## config.mk

```make
export PLATFORM = sky130hd
export DESIGN_NAME = vote_collector
export DESIGN_NICKNAME = d
export VERILOG_FILES = /design/src/rtl/vote_collector.sv
export SDC_FILE = /design/constraint.sdc
export NUM_CORES = 1
export LEC_CHECK = 0
export BUFFER_PORTS_ARGS = -buffer_cell sky130_fd_sc_hd__buf_2
export CELL_PAD_IN_SITES_DETAIL_PLACEMENT = 1
export CELL_PAD_IN_SITES_GLOBAL_PLACEMENT = 2
export CORE_ASPECT_RATIO = 1.4
export CORE_MARGIN = 2
export CORE_UTILIZATION = 35
export CTS_CLUSTER_DIAMETER = 200
export DETAILED_ROUTE_END_ITERATION = 10
export GPL_TIMING_DRIVEN = 0
export PLACE_DENSITY_LB_ADDON = 0.05
export SLEW_MARGIN = 20
export SYNTH_ARGS = -nofsm -noshare
export SYNTH_HDL_FRONTEND = slang
export SYNTH_SLANG_ARGS = --single-unit
```

## constraint.sdc

```tcl
create_clock -name clk -period 1.3 [get_ports clk]
set_input_delay 0.065 -clock clk [delete_from_list [all_inputs] [get_ports clk]]
set_output_delay 0.065 -clock clk [all_outputs]
set_load 0.05 [all_outputs]
```

## src/rtl/vote_collector.sv

```systemverilog
// vote_collector: front-end for the 4-voter majority/tie circuit.
// Synchronises and debounces a YES and a NO button per voter, locks each
// voter's first valid press during an OPEN session, then holds the YES
// vector stable (votes_valid) until cleared.
// Optional feature macro: VOTE_TIMEOUT_EN (session closes after
// TIMEOUT_CYCLES cycles in OPEN; otherwise only when all four have voted).
module vote_collector #(
    parameter int DEBOUNCE_CYCLES = 4,
    parameter int TIMEOUT_CYCLES  = 1000
) (
    input  logic       clk,
    input  logic       rst_n,
    input  logic       start,
    input  logic       clear,
    input  logic [3:0] yes_btn,
    input  logic [3:0] no_btn,
    output logic [3:0] votes,
    output logic [3:0] voted,
    output logic       votes_valid,
    output logic       busy,
    output logic       timed_out
);

    localparam int               CNT_W    = $clog2(DEBOUNCE_CYCLES + 1);
    localparam logic [CNT_W-1:0] CNT_LAST = CNT_W'(DEBOUNCE_CYCLES - 1);

    typedef enum logic [1:0] {
        S_IDLE = 2'd0,
        S_OPEN = 2'd1,
        S_DONE = 2'd2
    } state_t;

    state_t state_q, state_d;

    // Bits [3:0] are the YES buttons, bits [7:4] the NO buttons.
    logic [7:0]       sync1_q, sync2_q;
    logic [7:0]       db_q, db_prev_q;
    logic [CNT_W-1:0] cnt_q [8];

    logic [3:0] votes_q, votes_d;
    logic [3:0] voted_q, voted_d;
    logic [7:0] rise;
    logic [3:0] yes_ok, no_ok;

`ifdef VOTE_TIMEOUT_EN
    logic [15:0] timer_q, timer_d;
    logic        timed_out_q, timed_out_d;
`else
    logic unused_timeout_param;
    assign unused_timeout_param = ^TIMEOUT_CYCLES;
`endif

    // Two-flop synchronisers and consecutive-sample debouncers for all eight buttons.
    always_ff @(posedge clk or negedge rst_n) begin
        if (!rst_n) begin
            sync1_q   <= '0;
            sync2_q   <= '0;
            db_q      <= '0;
            db_prev_q <= '0;
            for (int i = 0; i < 8; i++) cnt_q[i] <= '0;
        end else begin
            sync1_q   <= {no_btn, yes_btn};
            sync2_q   <= sync1_q;
            db_prev_q <= db_q;
            for (int i = 0; i < 8; i++) begin
                if (sync2_q[i] == db_q[i]) begin
                    cnt_q[i] <= '0;
                end else if (cnt_q[i] == CNT_LAST) begin
                    cnt_q[i] <= '0;
                    db_q[i]  <= ~db_q[i];
                end else begin
                    cnt_q[i] <= cnt_q[i] + 1'b1;
                end
            end
        end
    end

    // A vote needs a clean rising edge on one button while the other is low;
    // a button held across session open never produces a rise.
    always_comb begin
        rise   = db_q & ~db_prev_q;
        yes_ok = rise[3:0] & ~db_q[7:4] & ~voted_q;
        no_ok  = rise[7:4] & ~db_q[3:0] & ~voted_q;
    end

    // Session state, vote latches and (optionally) the timeout timer.
    always_ff @(posedge clk or negedge rst_n) begin
        if (!rst_n) begin
            state_q     <= S_IDLE;
            votes_q     <= '0;
            voted_q     <= '0;
`ifdef VOTE_TIMEOUT_EN
            timer_q     <= '0;
            timed_out_q <= 1'b0;
`endif
        end else begin
            state_q     <= state_d;
            votes_q     <= votes_d;
            voted_q     <= voted_d;
`ifdef VOTE_TIMEOUT_EN
            timer_q     <= timer_d;
            timed_out_q <= timed_out_d;
`endif
        end
    end

    // Next-state logic: open on start, close on full vote or timeout, release on clear.
    always_comb begin
        state_d     = state_q;
        votes_d     = votes_q;
        voted_d     = voted_q;
`ifdef VOTE_TIMEOUT_EN
        timer_d     = timer_q;
        timed_out_d = timed_out_q;
`endif
        unique case (state_q)
            S_IDLE: begin
                if (start) begin
                    state_d     = S_OPEN;
                    votes_d     = '0;
                    voted_d     = '0;
`ifdef VOTE_TIMEOUT_EN
                    timer_d     = '0;
                    timed_out_d = 1'b0;
`endif
                end
            end
            S_OPEN: begin
                voted_d = voted_q | yes_ok | no_ok;
                votes_d = votes_q | yes_ok;
`ifdef VOTE_TIMEOUT_EN
                timer_d = timer_q + 16'd1;
`endif
                if (voted_d == 4'b1111) begin
                    state_d = S_DONE;
`ifdef VOTE_TIMEOUT_EN
                end else if (timer_q == 16'(TIMEOUT_CYCLES - 1)) begin
                    state_d     = S_DONE;
                    timed_out_d = 1'b1;
`endif
                end
            end
            S_DONE: begin
                if (clear) state_d = S_IDLE;
            end
            default: state_d = S_IDLE;
        endcase
    end

    assign votes       = votes_q;
    assign voted       = voted_q;
    assign busy        = (state_q == S_OPEN);
    assign votes_valid = (state_q == S_DONE);
`ifdef VOTE_TIMEOUT_EN
    assign timed_out   = timed_out_q;
`else
    assign timed_out   = 1'b0;
`endif

endmodule

```

Yosys cells after proc, flatten, opt, wreduce, memory -nomap -nowiden

Index checks and enable logic that the tools add are counted.

Output and inout port bits: 11
Logic and storage cells: 115
Register bits after elaboration: 66
Input port bits: 12

Reductions and logical operators: 12
Add/sub/neg operators: 8
Multiplexer cells: 23
Equal/unequal tests: 22
Bitwise operators: 28

Operator list:

| cell                                                            | count |
|---|---|
| 3-bit 2-to-1 mux                                                | 16 |
| 3-bit by 1-bit adder with 3-bit output, second input constant   | 8 |
| 3-bit by 2-bit == test with 1-bit output, second input constant | 8 |
| 2-bit AND reduction                                             | 9 |
| 4-bit AND                                                       | 4 |
| 1-bit NOT                                                       | 16 |
| 4-bit case mux with 2 select lines                              | 2 |
| 4-bit NOT                                                       | 3 |
| 4-bit bitwise OR                                                | 3 |
| 8-bit AND                                                       | 1 |
| 1-bit == test                                                   | 8 |
| 8-bit NOT                                                       | 1 |
| 2-bit 2-to-1 mux                                                | 3 |
| 2-bit case mux with 3 select lines                              | 1 |
| 4-bit == test, second input constant                            | 1 |
| 4-bit 2-to-1 mux                                                | 1 |
| 2-bit != test, second input constant                            | 2 |
| 3-bit AND reduction                                             | 1 |
| 2-bit by 1-bit == test with 1-bit output, second input constant | 1 |
| 2-bit == test, second input constant                            | 1 |
| 2-bit logical NOT                                               | 1 |
| 2-bit by 1-bit != test with 1-bit output, second input constant | 1 |
| 2-bit nonzero test                                              | 1 |

Logic depth before layout (Yosys ltp)

Gate-level depths: netlist of the first run.

Depth after elaboration: 9
Gate-level depth with buffers: 4

Worst setup path before layout of the first run

OpenSTA, ideal clock, no wires.

Path type: register -> register
Start point: register state_q[0]
End point: register state_q[1]
Data arrival time: 1.369 ns
Setup slack: -0.136 ns
Cell stages (with the launch flop): 3
Library setup time: 0.067 ns
Cells stage by stage: dfrtp_1 -> nor2b_1 -> a22o_1

Cells in the longest elaborated chain, start to end: 3
Elaborated cells on any way between the ends: 8
Classes of those cells: eq/ne (5); mux (1); reduce/logical (2)

Ends and longest elaborated chain:

| item                                 | RTL line | text |
|---|---|---|
| from (decl)                          | 33       | `state_t state_q, state_d;` |
| from (signal assigned)               | 97       | `state_q <= state_d;` |
| 2-bit == test *                      | n/a      |  |
| named net votes_valid                | 19       | `output logic votes_valid,` |
| 2-bit != test (no source line)       | n/a      |  |
| 3-bit AND reduction (no source line) | n/a      |  |

Mark *: on every way through the listed nets, which the timed path passes. The rest lies on a longest branch.
A chain may end at the register's enable or synchronous reset.

Final worst setup path of the first run

Start point: register db_prev_q[0]
End point: register state_q[1]

Cells in the longest elaborated chain, start to end: 9

Ends and longest elaborated chain:

| item                                                      | RTL line | text |
|---|---|---|
| from (decl)                                               | 37       | `logic [7:0] db_q, db_prev_q;` |
| from (signal assigned)                                    | 64       | `db_prev_q <= db_q;` |
| 8-bit NOT                                                 | 81       | `rise = db_q & ~db_prev_q;` |
| 8-bit AND                                                 | 81       |  |
| 4-bit AND (2 in a row)                                    | 82       | `yes_ok = rise[3:0] & ~db_q[7:4] & ~voted_q;` |
| 4-bit bitwise OR (2 in a row)                             | 129      | `voted_d = voted_q \| yes_ok \| no_ok;` |
| 4-bit == test                                             | 134      | `if (voted_d == 4'b1111) begin` |
| 2-bit by 1-bit != test with 1-bit output (no source line) | n/a      |  |
| 3-bit AND reduction (no source line)                      | n/a      |  |

No other way between the ends.

==> insert_results.sql, run 1 <==
INSERT INTO impl_metrics (metric_group, metric, value, unit) VALUES
('run_status', 'run_status', 'finished, violations left', ''),
('run_status', 'violated_checks', 'setup timing', ''),
('clocking', 'cts_num_sinks', '66', ''),
('yosys', 'synth.avg_cell_area', '14.7', 'sq um'),
('timing', 'worst_slew_margin_rel', '45.2', '%'),
('flow_run', 'cap_violations', '0', ''),
('floorplanning', 'rows', '35', ''),
('global_route', 'grt_max_degree', '67', ''),
('final_layout', 'diodes', '0', ''),
('timing', 'fmax', '766', 'MHz'),
('critical_path', 'startpoint', 'db_prev_q[0]', ''),
('final_layout', 'postLayoutCoreUtil', '47.1', '%'),
('critical_path', 'worst_ep_arrival_time', '1580', 'ps'),
('timing', 'number_of_hold_slack_violations_in_the_final_timing_report', '0', ''),
('timing', 'finalCritPeriodShare', '100', '%'),
('timing', 'clock_skew', '8.79', 'ps'),
('final_layout', 'postLayoutCellArea', '3110', 'sq um'),
('global_route', 'global_route_wire_length_before_repair', '7.91', 'mm'),
('clocking', 'clock_tree.root_cell', 'sky130_fd_sc_hd__clkbuf_8', ''),
('floorplanning', 'die_height', '102', 'microns'),
('pwr', 'vdd_ir_drop_max', '0.00140', 'V'),
('critical_path', 'worst_setup_path_end_kind', 'register', ''),
('placement', 'dp.final_hpwl', '2.87', 'mm'),
('route', 'routed_wl', '4.57', 'mm'),
('route', 'route.detailed.vias_per_inst', '4.64', ''),
('floorplanning', 'die_area', '7510', 'sq um'),
('yosys', 'yosys.cell_types.count', '23', ''),
('hold_path', 'min_from', 'start', ''),
('yosys', 'mappedNetlistArea', '2390', 'sq um'),
('route', 'antenna_violating_nets_left', '0', ''),
('critical_path', 'slowest_delay', '410', 'ps'),
('timing', 'setup_viol', '2', ''),
('clocking', 'clk_latency', '340', 'ps'),
('final_layout', 'layout.cells.non_filler', '311', ''),
('critical_path', 'slowest_stage', 'sky130_fd_sc_hd__dfrtp_1', ''),
('timing', 'rsz0062_at_grt', 'true', ''),
('yosys', 'synthesized_nets', '182', ''),
('floorplanning', 'start_util', '36.1', '%'),
('clocking', 'tritoncts', 'built', ''),
('global_route', 'first_global_vias', '1657', ''),
('pwr', 'power.density_cell_area', '2510', 'nW/um^2'),
('final_layout', 'areaGrowthSynthToFinish', '30.3', '%'),
('critical_path', 'worstPathCellList', 'nor3b_4 -> a211oi_2 -> nor4_2 -> a22o_1', ''),
('route', 'detailroute.via_count', '1443', ''),
('timing', 'worstMarginPinSlew', '822', 'ps'),
('clocking', 'maximum_buffer_depth_of_the_clock_tree', '2', ''),
('floorplanning', 'die_x', '73.8', 'microns'),
('critical_path', 'crit_fanout', '2', ''),
('route', 'first_iter_violations', '29', ''),
('critical_path', 'critPathLaunchType', 'register', ''),
('yosys', 'synth-seq-area-share', '69.1', '%'),
('global_route', 'antenna_found_initial', '0', ''),
('placement', 'dpl.cell_count', '275', ''),
('placement', 'placement.cell_area', '2610', 'sq um'),
('timing', 'layout_setup_ws', '-5.02', 'ps'),
('final_layout', 'design.final.nets', '234', ''),
('critical_path', 'path_class', 'reg2reg', ''),
('floorplanning', 'floorplan.io_pins', '23', ''),
('yosys', 'synthCells', '162', ''),
('timing', 'drv_slew', '0', ''),
('global_route', 'total_global_routing_overflow', '0', ''),
('global_route', 'grt_use_total', '14.5', '%'),
('pwr', 'static-leakage-power', '1.42', 'nW'),
('hold_path', 'hold_class', 'in2reg', ''),
('final_layout', 'drive_gt1_share', '36.5', '%'),
('placement', 'routability_driven_placement_congestion_ratio', '0.686', ''),
('floorplanning', 'coreArea', '6610', 'sq um'),
('clocking', 'worst_setup_hold_path_clk_slew', '70', 'ps'),
('critical_path', 'worst-endpoint-required', '1580', 'ps'),
('timing', 'timing.final.crit_period', '1310', 'ps'),
('route', 'drc', '0', ''),
('clocking', 'cts-buffers-inserted', '9', ''),
('route', 'dr.pass1.iters', '4', ''),
('yosys', 'synth-warning-count', '0', ''),
('yosys', 'ff_latch_count_synth', '66', ''),
('placement', 'place.port_buffers', '21', ''),
('critical_path', 'crit-reg2reg-launch', 'db_prev_q[0]', ''),
('clocking', 'cts-htree-levels', '3', ''),
('route', 'detail_route.wl_per_cell', '14.7', 'microns');
[worst paths after layout]
path	depth (start not counted)	slack, ps	to
worst max-delay path	4	-5	state_q[1]
worst min-delay path	4	160	voted[2]
worst max register to register	4	-5	state_q[1]
worst min register to register	0	350	sync2_q[1]
max in group asynchronous	2	320	db_q[0]
min in group asynchronous	2	360	sync2_q[1]
[report_power, final]
part | internal [W] | leakage, nW | switching [W]
Clock | 0.00123 | 0.119 | 0.000752
Sequential | 0.00270 | 0.816 | 0.000480
Combinational | 0.00117 | 0.484 | 0.00147
Total | 0.00510 | 1.42 | 0.00270
[cells by family after synthesis]
kind of cell    Yosys count  synth area share, %
buf+inv                   3                0.629
flops                    66                 69.1
other cells               1                0.157
xor+xnor                  8                 2.93
compound gates           14                 4.09
mux                       8                 3.77
simple gates             54                 15.1
fa+ha+maj                 8                 4.19
[cell type report]
cell class	count	area (sq um)
fill	661	3500
sequential	66	1660
multi-input combinational	93	788
timing repair buffer	41	295
clock buffer	12	165
tap	92	115
clock inverter	4	72.6
inverter	2	10.0
buffer	1	7.51
[metrics by stage]
step / hold WS, ps / setup slack, ps / TNS [ps] / total power, W
after floorplan: -231 / 20.8 / 0 / 0.00465
after global placement: 173 / -97.9 / -147 / 0.00512
after detailed placement: 175 / -130 / -294 / 0.00531
after CTS: 145 / 1.28 / 0 / 0.00780
after global routing: 183 / -122 / -238 / 0.00835
final: 158 / -5.02 / -6.60 / 0.00780
[registers in the layout, summed over array words and instances, names as in the netlist]
| register | count |
|---|---|
| db_prev_q | 8 |
| cnt_q | 24 |
| voted | 4 |
| db_q | 8 |
| state_q | 2 |
| sync2_q | 8 |
| votes | 4 |
| sync1_q | 8 |
[routing by layer]
metal	vias to the layer above	share of wire, %	wire [microns]	global-route usage [%]
li1	666	-	-	-
met1	741	39	1800	15.9
met2	27	54	2460	24.6
met3	9	4.6	211	4.78
met4	0	2.4	109	7.55
met5	-	0	0	0
[cell usage after synthesis, drive strengths merged]
cell type	n	area, sq um
nor3b	18	140
nor3	5	25.0
dfrtp	66	1650
nand4b	1	8.76
nor2	4	15.0
or3b	1	8.76
mux2	8	90.1
inv	2	7.51
o21bai	1	7.51
a22o	4	35.0
nor4	1	12.5
xnor2	8	70.1
nor2b	8	50.1
nand2b	4	25.0
ha	8	100
o21ai	5	25.0
a211oi	4	30.0
nand2	6	22.5
conb	1	3.75
and3b	3	26.3
nor4b	3	26.3
buf	1	7.51
[cell usage in the layout, fill, tap and decap left out, types with 3 or more instances in the layout]
cell / netlist / layout
sky130_fd_sc_hd__dfrtp_1: 66 / 60
sky130_fd_sc_hd__buf_2: 0 / 18
sky130_fd_sc_hd__nor3b_1: 17 / 14
sky130_fd_sc_hd__buf_4: 1 / 13
sky130_fd_sc_hd__clkbuf_8: 0 / 12
sky130_fd_sc_hd__dlygate4sd3_1: 0 / 10
sky130_fd_sc_hd__xnor2_1: 8 / 8
sky130_fd_sc_hd__mux2_2: 8 / 8
sky130_fd_sc_hd__ha_1: 8 / 8
sky130_fd_sc_hd__nand2_1: 6 / 6
sky130_fd_sc_hd__dfrtp_2: 0 / 6
sky130_fd_sc_hd__nor3_1: 5 / 5
sky130_fd_sc_hd__nor2b_2: 0 / 4
sky130_fd_sc_hd__nor2b_1: 8 / 4
sky130_fd_sc_hd__a211oi_2: 0 / 4
sky130_fd_sc_hd__a22o_1: 4 / 4
sky130_fd_sc_hd__o21ai_0: 5 / 4
sky130_fd_sc_hd__nand2b_1: 4 / 3
sky130_fd_sc_hd__and3b_1: 3 / 3
sky130_fd_sc_hd__nor3b_2: 1 / 3
sky130_fd_sc_hd__nor4b_1: 3 / 3
[worst max-delay path, delay by kind of cell, from the launching register on]
kind / cells / cell delay (ps)
simple gates: 2 / 590
flops: 1 / 410
compound gates: 2 / 250
[timing repair]
action / 4_1_cts / 5_1_grt
endpoints found under the setup margin: 6 / 7
pin swaps: 4 / 4
hold buffers: 10 / 0
buffers inserted: 8 / 2
gates resized for setup: 19 / 11
endpoints found under the hold margin: 75 / 0
Note: power is estimated with default switching activity, not from simulation.
==> run 2: changes to the inputs <==
--- a/config.mk
+++ b/config.mk
@@ -10,7 +10,7 @@
 export CELL_PAD_IN_SITES_GLOBAL_PLACEMENT = 2
 export CORE_ASPECT_RATIO = 1.4
 export CORE_MARGIN = 2
-export CORE_UTILIZATION = 35
+export CORE_UTILIZATION = 37
 export CTS_CLUSTER_DIAMETER = 200
 export DETAILED_ROUTE_END_ITERATION = 10
 export GPL_TIMING_DRIVEN = 0
==> insert_results.sql, run 2 (synthesis results as in run 1) <==
INSERT INTO impl_metrics (metric_group, metric, value, unit) VALUES
('run_status', 'run_status', 'completed', ''),
('global_route', 'total_global_routing_overflow', '0', ''),
('placement', 'place_worst_setup_slack', '-94.0', 'ps'),
('clocking', 'maximum_buffer_depth_of_the_clock_tree', '2', ''),
('global_route', 'grt_max_degree', '67', ''),
('clocking', 'tritoncts', 'built', ''),
('timing', 'finalCritPeriodShare', '96.3', '%'),
('global_route', 'first_global_vias', '1611', ''),
('critical_path', 'worst_ep_arrival_time', '1480', 'ps'),
('final_layout', 'largest_reg_flops', '24', ''),
('pwr', 'static-leakage-power', '1.37', 'nW'),
('final_layout', 'mostFrequentLayoutCell', 'sky130_fd_sc_hd__dfrtp_1', ''),
('critical_path', 'worstPathCellList', 'nor3b_2 -> a211oi_2 -> nor4_2 -> a22o_1', ''),
('clocking', 'cts-htree-levels', '3', ''),
('clocking', 'cts_num_sinks', '66', ''),
('critical_path', 'crit_buf_inv', '0', ''),
('timing', 'layout_setup_ws', '48.0', 'ps'),
('placement', 'dp.final_hpwl', '3.03', 'mm'),
('route', 'detailroute.via_count', '1438', ''),
('floorplanning', 'start_util', '38.5', '%'),
('route', 'drc', '0', ''),
('route', 'routed_wl', '4.45', 'mm'),
('timing', 'drv_slew', '0', ''),
('timing', 'clock_skew', '9.99', 'ps'),
('final_layout', 'layout.cells.most_common_list', '59 x sky130_fd_sc_hd__dfrtp_1, 18 x sky130_fd_sc_hd__buf_2, 14 x sky130_fd_sc_hd__nor3b_1', ''),
('floorplanning', 'coreArea', '6210', 'sq um'),
('critical_path', 'worst_setup_path_end_kind', 'register', ''),
('critical_path', 'critPathTopFamily', 'flip-flops', ''),
('clocking', 'clock_tree.root_cell', 'sky130_fd_sc_hd__clkbuf_8', ''),
('route', 'first_iter_violations', '48', ''),
('timing', 'timing.final.crit_period', '1250', 'ps'),
('timing', 'setup-tns-final', '0', 'ps'),
('route', 'dr.pass1.iters', '4', ''),
('final_layout', 'postLayoutCoreUtil', '48.1', '%'),
('hold_path', 'hold_class', 'in2reg', ''),
('critical_path', 'slowest_delay', '450', 'ps'),
('critical_path', 'crit_fanout', '5', ''),
('timing', 'rsz0062_at_grt', 'true', ''),
('route', 'route.detailed.vias_per_inst', '5.01', ''),
('clocking', 'worst_setup_hold_path_clk_slew', '70', 'ps'),
('final_layout', 'multi_input_comb_area', '785', 'sq um'),
('critical_path', 'critPathLaunchType', 'register', ''),
('floorplanning', 'floorplan.io_pins', '23', ''),
('clocking', 'cts-buffers-inserted', '9', ''),
('timing', 'setup_viol', '0', ''),
('critical_path', 'path_class', 'reg2reg', ''),
('pwr', 'post-layout-total-power', '0.00726', 'W'),
('final_layout', 'areaGrowthSynthToFinish', '25.1', '%'),
('timing', 'fmax', '799', 'MHz'),
('critical_path', 'worst-endpoint-required', '1520', 'ps'),
('route', 'detail_route.wl_per_cell', '15.5', 'microns'),
('floorplanning', 'die_area', '7120', 'sq um'),
('final_layout', 'final-seq-area', '1660', 'sq um'),
('timing', 'worstMarginPinSlew', '823', 'ps'),
('critical_path', 'slowest_stage', 'sky130_fd_sc_hd__dfrtp_2', ''),
('final_layout', 'final.fill_count', '633', ''),
('final_layout', 'largest_register', 'cnt_q', ''),
('global_route', 'grt_use_total', '14.5', '%'),
('floorplanning', 'rows', '34', ''),
('final_layout', 'drive_gt1_share', '34.9', '%'),
('placement', 'routability_driven_placement_congestion_ratio', '0.694', ''),
('final_layout', 'design.final.nets', '230', ''),
('global_route', 'global_route_wire_length_before_repair', '7.78', 'mm'),
('floorplanning', 'die_x', '71.9', 'microns'),
('flow_run', 'cap_violations', '0', ''),
('placement', 'place.port_buffers', '21', ''),
('timing', 'worst_hold_slack', '20.9', 'ps'),
('global_route', 'antenna_found_initial', '0', ''),
('route', 'antenna_violating_nets_left', '0', ''),
('timing', 'number_of_hold_slack_violations_in_the_final_timing_report', '0', ''),
('clocking', 'clk_latency', '330', 'ps'),
('timing', 'worst_slew_margin_rel', '45.1', '%'),
('final_layout', 'diodes', '0', ''),
('floorplanning', 'die_height', '99.1', 'microns'),
('pwr', 'power.density_cell_area', '2430', 'nW/um^2'),
('pwr', 'vdd_ir_drop_max', '0.000934', 'V');
## run 2: what timing repair did
action	in CTS	in global routing
pin swaps	1	6
hold buffers	9	0
resized for setup	17	11
endpoints found under the setup margin	6	6
buffers inserted	5	2
endpoints found under the hold margin	74	0
## run 2: routing by layer
layer  vias to the layer above  share of wire (%)  global-route usage (%)
li1                        661                  -                       -
met1                       746                 39                    16.4
met2                        24                 55                    24.1
met3                         7                4.0                    5.52
met4                         0                1.9                    6.10
met5                         -                  0                       0
## run 2: power breakdown
| part | switching [W] | internal, W | total, W |
|---|---|---|---|
| Sequential | 0.000519 | 0.00270 | 0.00322 |
| Combinational | 0.00138 | 0.00108 | 0.00245 |
| Clock | 0.000707 | 0.000883 | 0.00159 |
## run 2: tightest hold or removal path: stages
cell and delay (ps):
sky130_fd_sc_hd__buf_2 100, sky130_fd_sc_hd__inv_1 40, sky130_fd_sc_hd__a22o_1 120
## run 2: area by class of cell
type,instances,area share (%)
clock buffer,13,4.65
tap,72,3.02
sequential,66,55.6
inverter,2,0.251
buffer,1,0.251
timing repair buffer,37,8.67
multi-input combinational,93,26.3
clock inverter,3,1.34
## run 2: path summary, 6_finish.rpt
kind	startpoint	to	slack, ps	depth (start not counted)
worst min-delay path	clear	state_q[1]	20	3
max in group asynchronous	rst_n	db_q[5]	330	2
min in group asynchronous	rst_n	sync2_q[1]	350	2
worst max register to register	db_q[6]	state_q[1]	50	4
worst min register to register	sync1_q[1]	sync2_q[1]	350	0
worst max-delay path	db_q[6]	state_q[1]	50	4
## run 2: metrics by stage
step | cells | cell area, sq um
after floorplan | 162 | 2390
after CTS | 285 | 2950
final | 287 | 2990
after global placement | 255 | 2590
after detailed placement | 255 | 2590
after global routing | 287 | 2990
==> run 3: changes to the inputs <==
--- a/config.mk
+++ b/config.mk
@@ -5,12 +5,13 @@
 export SDC_FILE = /design/constraint.sdc
 export NUM_CORES = 1
 export LEC_CHECK = 0
+export ABC_AREA = 1
 export BUFFER_PORTS_ARGS = -buffer_cell sky130_fd_sc_hd__buf_2
 export CELL_PAD_IN_SITES_DETAIL_PLACEMENT = 1
 export CELL_PAD_IN_SITES_GLOBAL_PLACEMENT = 2
 export CORE_ASPECT_RATIO = 1.4
 export CORE_MARGIN = 2
-export CORE_UTILIZATION = 37
+export CORE_UTILIZATION = 30
 export CTS_CLUSTER_DIAMETER = 200
 export DETAILED_ROUTE_END_ITERATION = 10
 export GPL_TIMING_DRIVEN = 0
==> constraint.sdc (replaced) <==
create_clock -name clk -period 1.5 [get_ports clk]
set_input_delay 0.075 -clock clk [delete_from_list [all_inputs] [get_ports clk]]
set_output_delay 0.075 -clock clk [all_outputs]
set_load 0.05 [all_outputs]
==> insert_results.sql, run 3 <==
INSERT INTO impl_metrics (metric_group, metric, value, unit) VALUES
('run_status', 'run_status', 'completed', ''),
('floorplanning', 'start_util', '31.1', '%'),
('timing', 'number_of_hold_slack_violations_in_the_final_timing_report', '0', ''),
('timing', 'finalCritPeriodShare', '91.5', '%'),
('final_layout', 'final-seq-area', '1650', 'sq um'),
('clocking', 'clk_latency', '330', 'ps'),
('timing', 'clock_skew', '5.68', 'ps'),
('clocking', 'worst_setup_hold_path_clk_slew', '70', 'ps'),
('route', 'dr.pass1.iters', '3', ''),
('floorplanning', 'floorplan.io_pins', '23', ''),
('placement', 'routability_driven_placement_congestion_ratio', '0.665', ''),
('final_layout', 'drive_gt1_share', '19.7', '%'),
('yosys', 'synth_ff_type', 'sky130_fd_sc_hd__dfrtp_1', ''),
('floorplanning', 'rows', '38', ''),
('final_layout', 'design.final.nets', '270', ''),
('critical_path', 'path_class', 'reg2out', ''),
('hold_path', 'hold_class', 'in2async', ''),
('final_layout', 'largest_reg_flops', '24', ''),
('global_route', 'antenna_found_initial', '0', ''),
('clocking', 'tritoncts', 'built', ''),
('final_layout', 'diodes', '0', ''),
('pwr', 'vdd_ir_drop_max', '0.000778', 'V'),
('clocking', 'cts-htree-levels', '3', ''),
('yosys', 'postSynth.asyncResetShare', '100', '%'),
('clocking', 'cts-buffers-inserted', '9', ''),
('yosys', 'mappedNetlistArea', '2420', 'sq um'),
('clocking', 'cts_resized', '0', ''),
('global_route', 'grt_max_degree', '48', ''),
('placement', 'place.port_buffers', '21', ''),
('yosys', 'synth_top_cells_by_count', '66 x sky130_fd_sc_hd__dfrtp_1, 33 x sky130_fd_sc_hd__nand2_1, 21 x sky130_fd_sc_hd__inv_1', ''),
('route', 'drc', '0', ''),
('clocking', 'maximum_buffer_depth_of_the_clock_tree', '2', ''),
('final_layout', 'mostFrequentLayoutCell', 'sky130_fd_sc_hd__dfrtp_1', ''),
('clocking', 'clock_tree.root_cell', 'sky130_fd_sc_hd__clkbuf_8', ''),
('yosys', 'post-synth-top-area-cell', 'sky130_fd_sc_hd__dfrtp_1', ''),
('final_layout', 'largest_register', 'cnt_q', ''),
('final_layout', 'multi_input_comb_area', '664', 'sq um'),
('placement', 'dp.final_hpwl', '3.16', 'mm'),
('yosys', 'synth.most_common_cell', 'sky130_fd_sc_hd__dfrtp_1', ''),
('global_route', 'total_global_routing_overflow', '0', ''),
('critical_path', 'startpoint', 'state_q[1]', ''),
('route', 'first_iter_violations', '62', ''),
('global_route', 'grt_use_total', '11.8', '%'),
('yosys', 'synth_area_leaders', 'sky130_fd_sc_hd__dfrtp_1 68%, sky130_fd_sc_hd__nand2_1 5.1%, sky130_fd_sc_hd__ha_1 4.1%, sky130_fd_sc_hd__inv_1 3.3%, sky130_fd_sc_hd__xnor2_1 2.9%', ''),
('final_layout', 'postLayoutCellArea', '2940', 'sq um'),
('yosys', 'synth_enable_flop_cells', '0', ''),
('yosys', 'synth-seq-area-share', '68.2', '%'),
('timing', 'fmax', '728', 'MHz'),
('route', 'antenna_violating_nets_left', '0', ''),
('global_route', 'global_route_wire_length_before_repair', '7.76', 'mm'),
('critical_path', 'setup.worst_path.end', 'busy', ''),
('floorplanning', 'die_x', '79.9', 'microns'),
('final_layout', 'layout.cells.most_common_list', '66 x sky130_fd_sc_hd__dfrtp_1, 33 x sky130_fd_sc_hd__nand2_1, 21 x sky130_fd_sc_hd__inv_1', ''),
('yosys', 'synthesized_nets', '227', ''),
('pwr', 'power.density_cell_area', '1990', 'nW/um^2'),
('floorplanning', 'die_area', '8820', 'sq um'),
('final_layout', 'areaGrowthSynthToFinish', '21.2', '%'),
('critical_path', 'worst-endpoint-required', '1420', 'ps'),
('critical_path', 'critPathLaunchType', 'register', ''),
('yosys', 'yosys.cell_types.count', '22', ''),
('yosys', 'synth-warning-count', '0', ''),
('timing', 'timing.final.crit_period', '1370', 'ps'),
('critical_path', 'ff2ff_setup_slack', '320', 'ps'),
('yosys', 'synthCells', '207', ''),
('timing', 'setup-tns-final', '0', 'ps'),
('route', 'route.detailed.vias_per_inst', '4.42', ''),
('flow_run', 'cap_violations', '0', ''),
('yosys', 'ff_latch_count_synth', '66', ''),
('route', 'detailroute.via_count', '1563', ''),
('critical_path', 'crit_fanout', '7', ''),
('global_route', 'first_global_vias', '1713', ''),
('final_layout', 'final.fill_count', '895', ''),
('critical_path', 'r2r_cells', '3', ''),
('timing', 'drv_slew', '0', ''),
('yosys', 'synth.avg_cell_area', '11.7', 'sq um'),
('yosys', 'netlist.area_leader.share', '68.2', '%'),
('route', 'detail_route.wl_per_cell', '12.5', 'microns'),
('clocking', 'cts_num_sinks', '66', ''),
('placement', 'placement.cell_area', '2680', 'sq um'),
('critical_path', 'worst_ep_arrival_time', '1300', 'ps'),
('critical_path', 'worst_setup_path_end_kind', 'output port', ''),
('floorplanning', 'coreArea', '7800', 'sq um'),
('floorplanning', 'die_height', '110', 'microns'),
('route', 'routed_wl', '4.41', 'mm'),
('critical_path', 'rr_endpoint', 'db_q[4]', ''),
('critical_path', 'crit-reg2reg-launch', 'cnt_q[9]', ''),
('timing', 'rsz0062_at_grt', 'false', ''),
('timing', 'setup_viol', '0', ''),
('pwr', 'static-leakage-power', '1.41', 'nW');
==> run 3: cell types whose count changed in the layout (fill, tap and decap cells not counted), sizes merged, moves of 4 or more <==
cell and delta:
a22o -4, nor3 +4, o31ai +4, nor2 +16, inv +23, a211oi -4, nor2b -8, nor3b -11
buf -6, nand2 +30, nand2b -4, nand3 +5, a21oi +5, mux2 -6
==> run 3: area by class of cell <==
class	count	area share, %
multi-input cells	114	22.6
clock inverters	3	0.597
clock buffers	12	4.60
flip-flops and latches	66	56.3
plain buffers	1	0.256
repair buffers	32	8.01
inverters	26	3.37
well taps	100	4.26
==> run 3: repair_timing <==
item,4_1_cts,5_1_grt
hold buffers,10,0
hold endpoints to repair,75,0
buffers inserted,0,0
==> run 3: worst max-delay path, cell delays in order, from the launching register on <==
cell,delay (ps)
sky130_fd_sc_hd__dfrtp_1,370
sky130_fd_sc_hd__inv_2,70
sky130_fd_sc_hd__nand2_2,110
sky130_fd_sc_hd__clkinv_2,130
sky130_fd_sc_hd__buf_2,280
==> run 3: cells by family (layout without fill, tap and decap cells) <==
family,count (synthesis),count (layout),share of synthesized area (%)
muxes,2,2,0.930
AOI/OAI and AO/OA,15,15,3.51
other,1,1,0.155
adders and majority gates,8,8,4.13
DFF,66,66,68.2
and+or+nand+nor,80,80,15.8
xor gates and xnor gates,8,8,2.89
buffers and inverters,27,74,4.39
==> run 3: worst min-delay path by stage <==
stage / startpoint / endpoint / slack [ps] / depth (start not counted)
2_1_floorplan: rst_n / cnt_q[0] / -220 / 0
3_5_place_dp: rst_n / cnt_q[2] / -20 / 1
4_1_cts: rst_n / db_q[0] / 150 / 2
5_1_grt: rst_n / cnt_q[2] / 190 / 2
6_report: rst_n / cnt_q[2] / 170 / 2
3_3_place_gp: no_btn[2] / sync1_q[6] / 180 / 1
==> run 3: where the power goes <==
group	internal [W]	switching, W	total [W]
clock	0.000586	0.000614	0.00120
sequential	0.00231	0.000343	0.00266
combinational	0.000661	0.00132	0.00198
total	0.00356	0.00228	0.00584
==> run 3: per-stage QoR <==
| stage | util (%) | power [W] | hold WS, ps | setup WS [ps] | cells |
|---|---|---|---|---|---|
| 2_1_floorplan | - | 0.00411 | -221 | 168 | 207 |
| 3_3_place_gp | 34.0 | 0.00453 | 184 | 139 | 328 |
| 3_5_place_dp | 34.4 | 0.00470 | -19.6 | 332 | 329 |
| 4_1_cts | 37.6 | 0.00597 | 154 | 87.1 | 354 |
| 5_1_grt | 37.6 | 0.00630 | 189 | 42.9 | 354 |
| 6_report | 37.6 | 0.00584 | 167 | 127 | 354 |
==> run 3: routing by layer <==
metal	track usage, %	wire length, microns	vias up
li1	-	-	738
met1	13.8	1950	792
met2	19.2	2200	23
met3	2.93	145	10
met4	7.63	114	0
met5	0	0	-
